**src/rtl/led_bar_pkg.sv**
```systemverilog
// Shared types and constants for the LED bar-graph segment sequencer.
// Level fields are 0..MAX_LEVEL; anything larger is clamped when a segment loads.
package led_bar_pkg;
   localparam int LEVEL_W = 5;
   localparam int HOLD_W  = 4;
   localparam int NUM_SEG = 4;
   localparam int IDX_W   = 2;
   localparam logic [LEVEL_W-1:0] MAX_LEVEL = 5'd16;

   typedef enum logic [1:0] {IDLE, LOAD, RUN, HOLD} state_t;

   typedef struct packed {
      logic [LEVEL_W-1:0] start_lvl;
      logic [LEVEL_W-1:0] end_lvl;
      logic [HOLD_W-1:0]  hold;
   } seg_t;

   function automatic logic [LEVEL_W-1:0] clamp_level(input logic [LEVEL_W-1:0] v);
      return (v > MAX_LEVEL) ? MAX_LEVEL : v;
   endfunction

   // 0 behaves as one segment, anything past the table depth as the full table
   function automatic logic [2:0] eff_num_seg(input logic [2:0] n);
      if (n == 3'd0) return 3'd1;
      if (n > 3'd4)  return 3'd4;
      return n;
   endfunction
endpackage

```
**src/rtl/led_seg_table.sv**
```systemverilog
// Four-entry segment table: synchronous write, combinational read.
// Reset clears every entry and takes priority over a simultaneous write.
module led_seg_table
   import led_bar_pkg::*;
(
   input  logic             clk,
   input  logic             rst,
   input  logic             we,
   input  logic [IDX_W-1:0] waddr,
   input  seg_t             wdata,
   input  logic [IDX_W-1:0] raddr,
   output seg_t             rdata
);
   seg_t entries [NUM_SEG];

   always_ff @(posedge clk) begin
      if (rst) begin
         for (int i = 0; i < NUM_SEG; i++) entries[i] <= '0;
      end else if (we) begin
         entries[waddr] <= wdata;
      end
   end

   assign rdata = entries[raddr];
endmodule

```
**src/rtl/led_bar_sequencer.sv**
```systemverilog
// Plays up to four start/end/dwell segments on the bar level, once or looping.
// state | meaning
// IDLE  | level parked at last value, waiting for go
// LOAD  | one cycle: copy active entry into working regs, level <= start
// RUN   | step level toward end by one per tick
// HOLD  | dwell at end for hold ticks, then advance to next segment or finish
module led_bar_sequencer
   import led_bar_pkg::*;
(
   input  logic               clk,
   input  logic               rst,
   input  logic               tick,
   input  logic               cfg_we,
   input  logic [1:0]         cfg_addr,
   input  logic [LEVEL_W-1:0] cfg_start,
   input  logic [LEVEL_W-1:0] cfg_end,
   input  logic [HOLD_W-1:0]  cfg_hold,
   input  logic [2:0]         num_seg,
   input  logic               loop_en,
   input  logic               go,
   input  logic               stop,
   output logic [LEVEL_W-1:0] level,
   output logic [1:0]         seg_idx,
   output logic               busy,
   output logic               seg_done,
   output logic               all_done
);
   state_t             state, state_nxt;
   seg_t               wr_seg, rd_seg;
   logic [LEVEL_W-1:0] ld_start, ld_end, w_end, step_lvl;
   logic [HOLD_W-1:0]  w_hold, dwell;
   logic               dir_up, seg_last, hold_met;
   logic               start_en, load_en, step_en, dwell_en, adv_en;

   assign wr_seg = '{start_lvl: cfg_start, end_lvl: cfg_end, hold: cfg_hold};

   led_seg_table u_table (
      .clk   (clk),
      .rst   (rst),
      .we    (cfg_we),
      .waddr (cfg_addr),
      .wdata (wr_seg),
      .raddr (seg_idx),
      .rdata (rd_seg)
   );

   assign ld_start = clamp_level(rd_seg.start_lvl);
   assign ld_end   = clamp_level(rd_seg.end_lvl);
   assign step_lvl = dir_up ? level + LEVEL_W'(1) : level - LEVEL_W'(1);
   assign seg_last = ({1'b0, seg_idx} + 3'd1) >= eff_num_seg(num_seg);
   assign hold_met = (dwell == w_hold);

   always_ff @(posedge clk) begin
      if (rst) state <= IDLE;
      else     state <= state_nxt;
   end

   always_comb begin
      state_nxt = state;
      case (state)
         IDLE: if (go) state_nxt = LOAD;
         LOAD: state_nxt = (ld_start == ld_end) ? HOLD : RUN;
         RUN:  if (tick && step_lvl == w_end) state_nxt = HOLD;
         HOLD: if (hold_met) state_nxt = (seg_last && !loop_en) ? IDLE : LOAD;
         default: state_nxt = IDLE;
      endcase
      if (stop) state_nxt = IDLE;
   end

   // stop freezes the datapath: no step, no load, no advance, no pulses
   always_comb begin
      start_en = 1'b0;
      load_en  = 1'b0;
      step_en  = 1'b0;
      dwell_en = 1'b0;
      adv_en   = 1'b0;
      if (!stop) begin
         case (state)
            IDLE: start_en = go;
            LOAD: load_en  = 1'b1;
            RUN:  step_en  = tick;
            HOLD: begin
               if (hold_met) adv_en   = 1'b1;
               else          dwell_en = tick;
            end
            default: ;
         endcase
      end
   end

   always_ff @(posedge clk) begin
      if (rst) begin
         level    <= '0;
         seg_idx  <= '0;
         w_end    <= '0;
         w_hold   <= '0;
         dir_up   <= 1'b1;
         dwell    <= '0;
         seg_done <= 1'b0;
         all_done <= 1'b0;
      end else begin
         seg_done <= adv_en;
         all_done <= adv_en && seg_last && !loop_en;
         if (start_en) seg_idx <= '0;
         if (load_en) begin
            level  <= ld_start;
            w_end  <= ld_end;
            w_hold <= rd_seg.hold;
            dir_up <= (ld_end >= ld_start);
            dwell  <= '0;
         end
         if (step_en) begin
            level <= step_lvl;
            if (step_lvl == w_end) dwell <= '0;
         end
         if (dwell_en) dwell <= dwell + HOLD_W'(1);
         if (adv_en && !seg_last)    seg_idx <= seg_idx + 2'd1;
         else if (adv_en && loop_en) seg_idx <= '0;
      end
   end

   assign busy = (state != IDLE);
endmodule

```
**config.mk**
```make
export PLATFORM = sky130hd
export DESIGN_NAME = led_bar_sequencer
export DESIGN_NICKNAME = d
export VERILOG_FILES = /design/src/rtl/led_bar_pkg.sv /design/src/rtl/led_seg_table.sv /design/src/rtl/led_bar_sequencer.sv
export SDC_FILE = /design/constraint.sdc
export NUM_CORES = 1
export LEC_CHECK = 0
export CAP_MARGIN = 20
export CORE_UTILIZATION = 45
export DETAILED_ROUTE_END_ITERATION = 8
export PLACE_DENSITY = 0.69
export SETUP_SLACK_MARGIN = 0.15
export SYNTH_ARGS = -nofsm -noshare
export SYNTH_HDL_FRONTEND = slang
export SYNTH_SLANG_ARGS = --single-unit
```
**constraint.sdc**
```tcl
create_clock -name clk -period 3.2 [get_ports clk]
set_clock_uncertainty 0.2 [all_clocks]
set_input_delay 0.48 -clock clk [delete_from_list [all_inputs] [get_ports clk]]
set_output_delay 0.48 -clock clk [all_outputs]
set_load 0.02 [all_outputs]
```
* After elaboration in Yosys (flattened, before gate mapping)
Memory sizes are Yosys's and may differ from the RTL's. A register that Yosys moved wholly into a read port is not among the register bits. Index checks and enable logic that the tools add are counted. Widths: inputs -> output; s select.
Word-level totals: register bits after elaboration 25, memory bits (writable) 56, word-level logic and storage cells 92, memories kept 1
Operators by class: add/sub/neg operators 5, order comparisons 5, equality and inequality tests 9, multiplexer cells 47, reductions and logical operators 16
Memory list:
- u_table.entries | words 4, width 14, read ports 1, clocked after memory_dff 1, wr ports 4, RTL line led_seg_table.sv:14 | seg_t entries [NUM_SEG];
Operators by type and width (number):
- $mux 5 | 5
- $mux 1 | 23
- $mux 2 | 9
- $mux 4 | 4
- $mux 14 | 1
- $reduce_or 14->1 | 1
- $mux 3 | 4
- $eq 5x5->1 | 2
- $gt 5x5->1 const B | 2
- $pmux 2 s4 | 1
- $logic_and 1x1->1 | 6
- $ne 2x2->1 const B | 3
- $add 5x1->5 const B | 1
- $ge 5x5->1 | 1
- $sub 5x1->5 const B | 1
- $add 4x1->4 const B | 1
- $eq 2x2->1 const B | 2
- $eq 4x4->1 | 1
- $reduce_bool 2->1 | 2
- $add 2x1->3 const B | 1
- $ge 3x3->1 | 1
- $gt 3x3->1 const B | 1
- $logic_not 3->1 | 1
- $reduce_and 3->1 | 1
- other kinds (6) | 7

* Depth between registers and ports, before layout
word-level depth 11, gate-level depth with buffers 11, depth with buffers taken out 9

* By module
A second synthesis with hierarchy kept.
Second synthesis, totals: cell total of the unflattened synthesis 342, area, all modules 4165.2 um^2
By module, submodules not included:
- led_seg_table | instances 1, cells an instance 143, area an instance 2508.7 um^2, seq. area each 1681.6 um^2
- led_bar_sequencer | instances 1, cells an instance 199, area an instance 1656.6 um^2, seq. area each 500.5 um^2

* Worst setup path after synthesis
No wires, ideal clock.
path kind flip-flop to flip-flop, from register with a tool-made name, to register dir_up, setup time 0.122 ns, arrival time 2.474 ns, required time 2.878 ns, path slack 0.404 ns, cell stages (with the launch flop) 12, path buffers 2, period minus slack after synthesis 2.796 ns, path through dfxtp_1 > buf_4 > buf_4 > mux4_2 > nor2b_1 > ha_1 > nand2b_1 > a21o_1 > a21o_1 > a21o_1 > a211oi_1 > o21bai_1
RTL lines:
- end signal, assigned | RTL line led_bar_sequencer.sv:109 | dir_up <= (ld_end >= ld_start);
- end, declared | RTL line led_bar_sequencer.sv:32 | logic dir_up, seg_last, hold_met;

==> impl_metrics.toml <==
[outcome]
status = "complete, but fails checks"
failed_checks = "design-rule violations"

[grt]
antenna_violations_before_repair = 0
grt_max_degree = 30
vias_in_the_first_global_route = 2756
wire_length_of_the_first_global_routing_pass_mm = 13.10
grt_util_all_layers = 0.1798
final_global_route_overflow_total = 0

[worst_setup_path]
timing.rr.end = "dir_up"
worst_setup_path_endpoint = "dir_up"
cp_data_required_time_ns = 3.24
timing.reg2reg.setup_slack_ns = 0.37
crit_type = "reg2reg"
r2r.worst_path.cells = 9
timing.critical_path.to_type = "flop"
startpoint_type = "flop"
worstPathMaxFanout = 9
worst_path_arrival_ns = 2.87

[routing]
routed_wl_mm = 7.820
avgViaCountPerCell = 5.281
detail-route-antenna-nets = 0
route.detailed.drc = 10
num_vias = 2609
initialDrtViolationCount = 77
first_pass_iters = 6
drt-wirelength-per-cell_um = 15.83

[sta]
final_min_period_ns = 2.826
tightestPinTransition_ns = 0.7526
fin_worst_hold_slack_ns = 0.2734
setup_tns_ns = 0
rsz0062_at_grt = "no"
final_worst_slack_ns = 0.3741
fmaxAchievable_mhz = 353.9
slew_violations = 0
final-hold-violation-count = 0
worst_slew_margin_rel = 0.4982
final-setup-viol-count = 0
final.period_utilization = 0.8831

[pwr]
internal-power_mw = 1.674
switching_power_mw = 0.5333
vdd_drop_max_mv = 0.3145
report.power.total_mw = 2.208
sequentialPowerShare = 0.556
sw_frac_of_total = 0.2415
p_per_area_mw_per_mm2 = 458.3
total_leakage_power_nw = 1.766
power_share_of_the_clock_group = 0.349
power.combinational.fraction = 0.096

[synth]
post_synthesis_cell_area_sq_mm = 0.004113
mean_instance_size_in_the_synthesized_netlist_sq_um = 12.17
ys_top_cells_by_count = "sky130_fd_sc_hd__and2_1, sky130_fd_sc_hd__edfxtp_1, sky130_fd_sc_hd__nand2_1, sky130_fd_sc_hd__dfxtp_1"
number_of_synthesized_flops_with_an_enable_pin = 56
yosysWarningCount = 0
synth_top_flop_cell = "sky130_fd_sc_hd__edfxtp_1"
synthMostInstantiatedCell = "sky130_fd_sc_hd__and2_1"
netlist-cell-type-count = 48
number_of_synthesized_register_bits = 83
seq_area_frac_synth = 0.5403
yosys.area.top_type = "sky130_fd_sc_hd__edfxtp_1"
mappedNetlistNets = 383
postSynthCellCount = 338
synth_top_area_frac = 0.4089
async_reset_ff_frac = 0
post_synth_main_area_contributors = "sky130_fd_sc_hd__edfxtp_1, sky130_fd_sc_hd__dfxtp_1, sky130_fd_sc_hd__and2_1"

[floorplan]
std_cell_rows = 34
die_height_um = 97.60
top_level_pins = 36
initial_utilization = 0.4670
die_w_um = 97.60
die-area_sq_mm = 0.009526
design.core.area_sq_mm = 0.008806

[cts]
clk-insertion-delay-late_ns = 0.35
clk_root_buffer_cell = "sky130_fd_sc_hd__clkbuf_8"
cts_tree = "done"
clock_path_buffers = 2
clock_sinks = 83
cts_stage_hold_buffer_count = 0
cts_buffers = 9
h-tree-depth = 3
clk_pin_slew_worst_paths_ns = 0.09

[cells_and_area]
finalNonFillerCells = 494
layout.filler_cells = 752
drive_above_1_share = 0.1244
antenna_cells = 0
final_net_count = 426
areaGrowthSynthToFinish_pct = 17.13
final_cell_area_sq_mm = 0.004817
utilization = 0.5470

[hold_path]
worst_hold_path_type = "reg2reg"

[placement]
dpl-instance-area_sq_mm = 0.004616
numPortBuffers = 35
place_inst = 478
pre_cts_slack_ns = 0.2963
place_congestion = 0.8541
dp.final_hpwl_mm = 5.469

[run]
max_cap_viol_count = 0
state kept, by name, indices dropped and copies added (netlist names), named ones only:
| name | count |
|---|---|
| dwell | 4 |
| all_done | 1 |
| u_table.entries | 56 |
| w_hold | 4 |
| seg_done | 1 |
| seg_idx | 2 |
| level | 5 |
| w_end | 5 |
| dir_up | 1 |
| state | 2 |
cell families after synthesis:
group | synth area share
buffers and inverters | 0.02403
and+or+nand+nor | 0.1807
AOI/OAI and AO/OA | 0.07849
DFF | 0.5403
adders and majority gates | 0.05963
xor gates and xnor gates | 0.03529
muxes | 0.08153
final cells by class:
type	instances	area, sq um	area share
clock buffers	9	123.9	0.02571
clock inverters	7	76.32	0.01584
inverters	11	41.29	0.008571
multi-input cells	231	1792	0.3719
flip-flops and latches	83	2223	0.4616
well taps	108	135.1	0.02805
repair buffers	45	425.4	0.08831
power groups by stage:
| stage | combinational [mW] | sequential (mW) | clock (mW) |
|---|---|---|---|
| final | 0.211 | 1.23 | 0.770 |
| after global routing | 0.232 | 1.23 | 0.832 |
| after CTS | 0.213 | 1.23 | 0.790 |
| after detailed placement | 0.212 | 1.25 | 0 |
| after global placement | 0.207 | 1.25 | 0 |
| after floorplan | 0.125 | 1.25 | 0 |
cell usage in the layout, fill, tap and decap left out, types with 8 or more instances in the layout:
| cell type | n |
|---|---|
| sky130_fd_sc_hd__clkdlybuf4s50_1 | 35 |
| sky130_fd_sc_hd__edfxtp_1 | 56 |
| sky130_fd_sc_hd__clkbuf_8 | 9 |
| sky130_fd_sc_hd__xnor2_1 | 11 |
| sky130_fd_sc_hd__mux4_2 | 14 |
| sky130_fd_sc_hd__and2_1 | 57 |
| sky130_fd_sc_hd__nand2_1 | 28 |
| sky130_fd_sc_hd__nor2_1 | 18 |
| sky130_fd_sc_hd__a211oi_1 | 8 |
| sky130_fd_sc_hd__dfxtp_1 | 26 |
| sky130_fd_sc_hd__a21oi_1 | 14 |
| sky130_fd_sc_hd__buf_4 | 10 |
| sky130_fd_sc_hd__inv_1 | 10 |
| sky130_fd_sc_hd__ha_1 | 18 |
routing by layer:
metal / GRT usage / vias to the layer above / share of wire
met2: 0.3055 / 59 / 0.48
met4: 0.05828 / 0 / 0.013
met1: 0.2262 / 1243 / 0.47
li1: - / 1297 / -
met5: 0 / - / 0
met3: 0.04245 / 10 / 0.039
worst min-delay path by stage:
stage	cells after the start	end	slack, ns	start
2_1_floorplan	2	w_end[2]	0.25	w_end[2]
3_3_place_gp	2	w_end[1]	0.26	w_end[1]
3_5_place_dp	2	w_end[1]	0.26	w_end[1]
4_1_cts	2	w_end[1]	0.27	w_end[1]
5_1_grt	2	w_hold[0]	0.30	w_hold[0]
6_report	2	w_hold[3]	0.27	w_hold[3]
critical path: stages, from the launching register on:
cell and delay [ns]:
sky130_fd_sc_hd__dfxtp_1 0.57, sky130_fd_sc_hd__mux4_2 0.43, sky130_fd_sc_hd__nand2b_1 0.20, sky130_fd_sc_hd__ha_1 0.31
sky130_fd_sc_hd__nand2b_1 0.15, sky130_fd_sc_hd__a21o_1 0.18, sky130_fd_sc_hd__a21o_1 0.18, sky130_fd_sc_hd__a21o_1 0.17
sky130_fd_sc_hd__a211oi_1 0.24, sky130_fd_sc_hd__o21bai_1 0.10
what timing repair did:
item / 4_1_cts / 5_1_grt
setup endpoints to repair: 0 / 1
resized for setup: 0 / 1
setup buffers: 0 / 0
Note: power is estimated with default switching activity, not from simulation.
